[config.mk]
export PLATFORM = sky130hd
export DESIGN_NAME = seg_scan_ctrl
export DESIGN_NICKNAME = d
export VERILOG_FILES = /design/src/rtl/seg_scan_ctrl.sv
export SDC_FILE = /design/constraint.sdc
export NUM_CORES = 1
export LEC_CHECK = 0
export BUFFER_PORTS_ARGS = -buffer_cell sky130_fd_sc_hd__buf_2
export CORE_UTILIZATION = 53
export CTS_CLUSTER_DIAMETER = 50
export DETAILED_ROUTE_END_ITERATION = 16
export PLACE_DENSITY = 0.76
export SYNTH_ARGS = -nofsm -noshare
export SYNTH_HDL_FRONTEND = slang
export SYNTH_SLANG_ARGS = --single-unit
[constraint.sdc]
create_clock -name clk -period 3.1 [get_ports clk]
set_input_delay 0 -clock clk [delete_from_list [all_inputs] [get_ports clk]]
set_output_delay 0 -clock clk [all_outputs]
set_load 0.005 [all_outputs]
[src/rtl/seg_scan_ctrl.sv]
// rtl/seg_scan_ctrl.sv - double-buffered multiplexed 7-segment scan controller
module seg_scan_ctrl #(
  parameter int DIGITS  = 6,
  parameter int SCAN_W  = 13,
  parameter int BLANK   = 64,
  parameter int BLINK_W = 24
) (
  input  logic                  clk,
  input  logic                  rst,
  input  logic [6*DIGITS-1:0]   digits,
  input  logic [DIGITS-1:0]     blink_en,
  input  logic                  load,
  input  logic [4:0]            bright,
  output logic [7:0]            seg_out,
  output logic [DIGITS-1:0]     sel_out,
  output logic                  frame_tick
);

  localparam int                IW          = (DIGITS > 1) ? $clog2(DIGITS) : 1;
  localparam logic [IW-1:0]     LAST_IDX    = IW'(DIGITS - 1);
  localparam logic [SCAN_W-1:0] BLANK_C     = SCAN_W'(BLANK);
  localparam logic [5:0]        BLANK_ENTRY = 6'b011111;

  logic [SCAN_W-1:0]   cnt;
  logic [IW-1:0]       idx;
  logic [BLINK_W-1:0]  blink_cnt;
  logic                ph;
  logic                pend;
  logic [6*DIGITS-1:0] shd_dig;
  logic [DIGITS-1:0]   shd_blk;
  logic [6*DIGITS-1:0] act_dig;
  logic [DIGITS-1:0]   act_blk;

  logic                frame_end;
  logic [5:0]          entry;
  logic                entry_blk;
  logic [4:0]          bright_sat;
  logic                lit;
  logic [DIGITS-1:0]   sel_lit;

  // Glyph ROM: 5-bit code to {a..g}, active low
  function automatic logic [6:0] glyph(input logic [4:0] code);
    case (code)
      5'd0:    glyph = 7'b0000001;
      5'd1:    glyph = 7'b1001111;
      5'd2:    glyph = 7'b0010010;
      5'd3:    glyph = 7'b0000110;
      5'd4:    glyph = 7'b1001100;
      5'd5:    glyph = 7'b0100100;
      5'd6:    glyph = 7'b0100000;
      5'd7:    glyph = 7'b0001111;
      5'd8:    glyph = 7'b0000000;
      5'd9:    glyph = 7'b0000100;
      5'd10:   glyph = 7'b0001000;  // A
      5'd11:   glyph = 7'b1100000;  // b
      5'd12:   glyph = 7'b0110001;  // C
      5'd13:   glyph = 7'b1000010;  // d
      5'd14:   glyph = 7'b0110000;  // E
      5'd15:   glyph = 7'b0111000;  // F
      5'd16:   glyph = 7'b0100001;  // G
      5'd17:   glyph = 7'b1001000;  // H
      5'd18:   glyph = 7'b1001111;  // I
      5'd19:   glyph = 7'b1000011;  // J
      5'd20:   glyph = 7'b1110001;  // L
      5'd21:   glyph = 7'b0001001;  // N
      5'd22:   glyph = 7'b0000001;  // O
      5'd23:   glyph = 7'b0011000;  // P
      5'd24:   glyph = 7'b1111010;  // R (lower-case r)
      5'd25:   glyph = 7'b0100100;  // S
      5'd26:   glyph = 7'b1000001;  // U
      5'd27:   glyph = 7'b1000100;  // y
      5'd28:   glyph = 7'b0010010;  // Z
      5'd30:   glyph = 7'b1111110;  // '-'
      default: glyph = 7'b1111111;  // 29, 31: blank
    endcase
  endfunction

  assign frame_end = (cnt == '1) && (idx == LAST_IDX);
  assign ph        = blink_cnt[BLINK_W-1];

  // Select the active entry for the current digit and decide whether it is lit
  always_comb begin
    entry      = BLANK_ENTRY;
    entry_blk  = 1'b0;
    sel_lit    = '1;
    for (int i = 0; i < DIGITS; i++) begin
      if (IW'(i) == idx) begin
        entry      = act_dig[6*i +: 6];
        entry_blk  = act_blk[i];
        sel_lit[i] = 1'b0;
      end
    end
    bright_sat = (bright > 5'd16) ? 5'd16 : bright;
    lit        = (cnt >= BLANK_C)
              && ({1'b0, cnt[SCAN_W-1 -: 4]} < bright_sat)
              && !(entry_blk && ph);
  end

  // Slot, digit and blink counters
  always_ff @(posedge clk or negedge rst) begin
    if (!rst) begin
      cnt       <= '0;
      idx       <= '0;
      blink_cnt <= '0;
    end else begin
      cnt       <= cnt + 1'b1;
      blink_cnt <= blink_cnt + 1'b1;
      if (cnt == '1)
        idx <= (idx == LAST_IDX) ? '0 : idx + 1'b1;
    end
  end

  // Shadow capture and frame-synchronous commit; a load on the frame-end
  // cycle wins over the commit so the fresh data waits a full frame
  always_ff @(posedge clk or negedge rst) begin
    if (!rst) begin
      shd_dig <= {DIGITS{BLANK_ENTRY}};
      shd_blk <= '0;
      act_dig <= {DIGITS{BLANK_ENTRY}};
      act_blk <= '0;
      pend    <= 1'b0;
    end else begin
      if (load) begin
        shd_dig <= digits;
        shd_blk <= blink_en;
        pend    <= 1'b1;
      end else if (frame_end && pend) begin
        act_dig <= shd_dig;
        act_blk <= shd_blk;
        pend    <= 1'b0;
      end
    end
  end

  // Registered pin drivers
  always_ff @(posedge clk or negedge rst) begin
    if (!rst) begin
      seg_out    <= 8'hFF;
      sel_out    <= '1;
      frame_tick <= 1'b0;
    end else begin
      seg_out    <= lit ? {~entry[5], glyph(entry[4:0])} : 8'hFF;
      sel_out    <= lit ? sel_lit : '1;
      frame_tick <= frame_end;
    end
  end

endmodule

==> metrics, run 1 <==
status finished, final reports clean; Yosys warnings 0; CP Data Required Time around 3400 ps; final wirelength 13.1 mm; GR Overflow Total 0; final total negative setup slack 0 ps; routed vias/inst 5.49; final setup vio count 0; Hold Crit Class in -> reg; Worst R2R Path Depth 10; Total GRT Usage 23.0%; synthesized net count approximately 580; mean area per synthesized cell 12.6 sq um; Post-layout nets 696; Fmax achieved 368 MHz; core area 11,700 sq um; largest net degree at the start of global routing 72; Resized cells post-CTS 0; PortBufs 64; CP startpoint kind register; PwrDens just over 500 nW/um^2; H-Tree Depth 4; Finished Layout Cells just under 800; met2 WL post-DR around 6.7 mm; Post-synth ARST share 100%; skew final about 10 ps; worst vdd ir 422 uV; final worst path period share 87.8%; Final ANT Viol Nets 0; cell count after synthesis 513; CP Max Fanout 9; uppermost routed layer met4; Met1 Wirelength 5.71 mm; dominant synthesized flop cell dfstp_2; Die H 112 um; clock tree sinks 140; CP Cell Sequence and2_1 -> ha_1 -> nor2_1 -> nand2_1 -> o21ai_0 -> inv_1 -> ha_1 -> a21bo_2 -> a32o_1 -> o211ai_1; dominant cells by area after synthesis dfstp_2 (30%), dfrtp_1 (26%), mux2_2 (15%); initial DRC count 190; sequential share of the synthesized area 55.6%; pre-CTS setup slack a little under 400 ps; dpl cells 711; WHS Path Cells 3; FF+latch count, synth 140; vias in the first global route approximately 4,600; Netlist cell types 60; die area 12,600 sq um; layout cells sized above 1 between 40% and 50%; CTS clk-pin slew, worst paths 60 ps; vias about 4,300; Antenna diodes 0; CTS Buffer Depth 2; slowest stage cell, crit path dfrtp_1; CP peak stage delay roughly 430 ps; Layout area overhead 23.4%; Worst-Margin Slew 1020 ps; first drt pass iteration count 5; CTS tree yes; unrepaired setup endpoints after global routing false; Crit. End Element register; post-route minimum period 2720 ps; max-slew violation count 0; DP HPWL 8.58 mm; io pins 65; gpl congestion 0.826; post-synthesis cell area roughly 6500 sq um; CTS root buf clkbuf_16; global-route wire length before repair 22.2 mm; dominant cell type by area after synthesis dfstp_2; Post-route DRC 0; Crit path top cell by count ha_1; Pleak roughly 3.5 nW; most numerous cell in the Yosys netlist mux2_2; Hold Vio Cnt, Final 0; slew margin rel. 32.0%; Post-synth EDFFs 0; antenna violations before repair 0; Synth top area share 30.1%; chip width 112 um; fill cell count between 800 and 900; Initial Utilization 55.4%; max cap viols 0; wire per inst 16.7 um; metal3 WL roughly 470 um; Rows 39; worst setup margin 379 ps; R2R Setup Slk 380 ps; TritonCTS buffer count 17; Clk Latency, worst-skew pair 420 ps; Worst EP arrival 3060 ps; critical path class reg -> reg; commonest cells in the netlist mux2_2 (84), dfstp_2 (74), dfrtp_1 (66), nand2_1 (33), nor2_1 (25)
final cells by class:
class,count,area (sq um),share of cell area (%)
Clock buffer,22,474,5.95
Multi-Input combinational cell,338,2690,33.7
Inverter,12,45.0,0.565
Clock inverter,10,115,1.44
Sequential cell,140,3600,45.1
Tap cell,143,179,2.24
Timing Repair Buffer,121,875,11.0
logic make-up after synthesis:
| kind of cell | Yosys count | synth area share (%) |
|---|---|---|
| compound gates | 56 | 6.18 |
| simple gates | 135 | 11.1 |
| xor+xnor | 36 | 4.88 |
| buf+inv | 35 | 2.75 |
| mux | 95 | 16.4 |
| fa+ha+maj | 16 | 3.10 |
| flops | 140 | 55.6 |
registers in the layout, summed over array words and instances, names as in the netlist, 3 cells and up:
name	count
act_dig	36
shd_dig	36
blink_cnt	24
cnt	13
seg_out	8
act_blk	6
sel_out	6
shd_blk	6
idx	3
report_power, final:
part | leakage, nW | internal [mW] | total [mW] | switching [mW]
clock network | 0.283 | 1.25 | 2.00 | 0.757
registers | 1.63 | 1.92 | 1.95 | 0.0330
logic | 1.60 | 0.113 | 0.194 | 0.0806
per-layer routing:
layer	GRT usage, %	vias to the layer above
li1	-	2050
met1	28.1	2156
met2	38.4	88
met3	7.07	19
met4	9.07	0
met5	0	-
layout by cell type, fill, tap and decap left out, drive strengths merged, types with 8 or more instances in the layout:
cell type	netlist	final
ha	16	16
nand3	23	23
and3	9	9
nand2	33	33
dfrtp	66	66
xnor2	24	24
mux2i	8	8
xor2	12	12
dfstp	74	74
inv	12	13
buf	16	78
clkbuf	7	22
mux2	87	87
o21ai	11	11
nor2	25	25
dlygate4sd3	0	43
nand2b	10	10
a21oi	11	11
worst paths after layout:
path                                     from                 endpoint
min                                 bright[4]     sel_out[5]$_DFF_PN1_
max in group asynchronous                 rst   shd_dig[1]$_DFFE_PN1P_
min reg2reg                  cnt[4]$_DFF_PN0_         cnt[4]$_DFF_PN0_
max reg2reg                idx[1]$_DFFE_PN0N_     seg_out[3]$_DFF_PN1_
max                        idx[1]$_DFFE_PN0N_     seg_out[3]$_DFF_PN1_
min in group asynchronous                 rst  act_dig[29]$_DFFE_PN0P_
worst max-delay path: cells and delay by family, from the launching register on:
kind / cells / cell delay, ps
AOI/OAI and AO/OA: 4 / 900
buffers and inverters: 1 / 190
DFF: 1 / 430
and+or+nand+nor: 3 / 500
adders and majority gates: 2 / 620
timing repair:
| item | CTS | global route |
|---|---|---|
| endpoints found under the setup margin | 0 | 0 |
| setup buffers | 0 | 0 |
| hold buffers | 43 | 0 |
| endpoints found under the hold margin | 111 | 0 |
stage by stage:
step	utilization [%]	hold slack [ps]	cell area, sq um	power [mW]
final	68.4	47.1	7970	4.15
after global routing	68.4	32.9	7970	4.30
after CTS	68.4	28.0	7970	4.19
after detailed placement	59.6	54.5	6950	2.13
after global placement	59.6	43.5	6950	2.12
after floorplan	-	-296	6460	2.03
Power figures use the tool's default switching activity.
==> inputs of run 2 (changes only) <==
Settings changed: RECOVER_POWER from default to 100.
==> metrics, run 2 (synthesis gave the netlist of run 1 again) <==
status finished with violations (was finished, final reports clean); failing checks capacitance limit, slew limit; DP HPWL 8.58 mm (unchanged); global-route wire length before repair 22.2 mm (unchanged); post-route minimum period 2710 ps (was 2720 ps); unrepaired setup endpoints after global routing false (unchanged); wire per inst 16.6 um (was 16.7 um); Clk Latency, worst-skew pair 420 ps (about the same); gpl congestion 0.826 (unchanged); Rows 39 (unchanged); CP startpoint kind register (unchanged); Post-route DRC 0 (unchanged); layout cells sized above 1 40.9% (was 42.9%); core area 11,700 sq um (unchanged); CTS root buf clkbuf_16 (unchanged); Pleak 3.45 nW (was 3.51 nW); skew final 10.1 ps (was 10.3 ps); slew margin rel. -59.7% (was 32.0%); final core utilization 67.7% (was 68.4%); critical path class reg -> reg (unchanged); most common cell after layout, fill and taps aside mux2_2 (unchanged); CP Max Fanout 23 (was 9); fill cell count 865 (was 850); CP Data Required Time 3400 ps (was 3440 ps); Antenna diodes 0 (unchanged); Die H 112 um (unchanged); biggest regs act_dig: 36 flops, shd_dig: 36 flops, blink_cnt: 24 flops (unchanged); io pins 65 (unchanged); CTS Buffer Depth 2 (unchanged); Crit. End Element register (unchanged); Layout area overhead 22.2% (was 23.4%); GR Overflow Total 0 (unchanged); Total GRT Usage 23.0% (unchanged); final total negative setup slack 0 ps (unchanged); vias in the first global route 4,629 (unchanged); Post-CTS Setup Bufs 0 (unchanged); vias 4,323 (was 4,313); max-slew violation count 116 (was 0); initial DRC count 203 (was 190); Hold Crit Class in -> reg (unchanged); Worst R2R Path Depth 6 (was 10); Worst EP arrival 3020 ps (was 3060 ps); Hold Vio Cnt, Final 0 (unchanged); Worst-Margin Slew 2400 ps (was 1020 ps); PwrDens 524 nW/um^2 (was 520 nW/um^2); chip width 112 um (unchanged); final wirelength 13.1 mm (about the same); H-Tree Depth 4 (unchanged); clock tree sinks 140 (unchanged); Final ANT Viol Nets 0 (unchanged); CTS tree yes (unchanged); WHS Path Cells 3 (unchanged); Post-layout nets 696 (unchanged); PortBufs 64 (unchanged); R2R Setup Slk 390 ps (was 380 ps); final worst path period share 87.5% (was 87.8%); TritonCTS buffer count 17 (unchanged); antenna violations before repair 0 (unchanged); Fmax achieved 369 MHz (was 368 MHz); final setup vio count 0 (unchanged); CTS clk-pin slew, worst paths 60 ps (about the same); die area 12,600 sq um (unchanged); max cap viols 2 (was 0); commonest cells after routing, fill and taps aside mux2_2 (83), dfstp_2 (74), dfrtp_1 (66) (was mux2_2 (84), dfstp_2 (74), dfrtp_1 (66)); worst vdd ir 422 uV (about the same); routed vias/inst 5.50 (was 5.49); largest net degree at the start of global routing 72 (unchanged); first drt pass iteration count 4 (was 5); Initial Utilization 55.4% (unchanged)
run 2: cell count changes in the layout (fill, tap and decap cells not counted), sizes merged:
cell and delta:
buf -14, clkbuf +14
run 2: worst paths after layout:
path / start / to
min: bright[4] / sel_out[5]$_DFF_PN1_
max reg2reg: cnt[0]$_DFF_PN0_ / act_dig[5]$_DFFE_PN0P_
max in group asynchronous: rst / shd_dig[35]$_DFFE_PN0P_
min reg2reg: cnt[4]$_DFF_PN0_ / cnt[4]$_DFF_PN0_
min in group asynchronous: rst / frame_tick$_DFF_PN0_
max: cnt[0]$_DFF_PN0_ / act_dig[5]$_DFFE_PN0P_
run 2: what timing repair did:
| action | in CTS | in global routing |
|---|---|---|
| hold buffers | 43 | 0 |
| resized for setup | 0 | 0 |
| endpoints found under the hold margin | 111 | 0 |
run 2: worst max-delay path, stage by stage, from the launching register on:
cell and delay, ps:
dfrtp_1 380, ha_1 230, and2_0 290, nand4_1 280, nor4b_1 440, clkbuf_2 560
mux2_2 400
run 2: routing by layer:
layer | vias to the layer above | global-route usage [%] | routed length [um]
li1 | 2043 | - | -
met1 | 2152 | 28.1 | 5630
met2 | 108 | 38.4 | 6690
met3 | 20 | 7.07 | 505
met4 | 0 | 9.07 | 233
met5 | - | 0 | 0
run 2: power by group:
| part | total [mW] | internal (mW) | switching (mW) |
|---|---|---|---|
| Combinational | 0.191 | 0.112 | 0.0793 |
| Clock | 2.00 | 1.25 | 0.756 |
| Sequential | 1.95 | 1.92 | 0.0327 |
| Total | 4.14 | 3.27 | 0.868 |
run 2: final cells by class:
class / count / area [sq um] / share of cell area, %
clock inverters: 10 / 115 / 1.46
clock buffers: 22 / 474 / 6.00
multi-input cells: 338 / 2660 / 33.7
well taps: 143 / 179 / 2.27
flip-flops and latches: 140 / 3600 / 45.5
repair buffers: 121 / 831 / 10.5
inverters: 12 / 45.0 / 0.570
run 2: stage by stage:
step           power (mW)  setup WS, ps  instance area (sq um)  hold slack [ps]  std cells
6_report             4.14           388                   7900             44.1        786
5_1_grt              4.30           106                   7900             32.9        786
4_1_cts              4.19           377                   7970             28.0        786
3_5_place_dp         2.13           398                   6950             54.5        711
3_3_place_gp         2.12           503                   6950             43.5        711
2_1_floorplan        2.03          41.9                   6460             -296        513
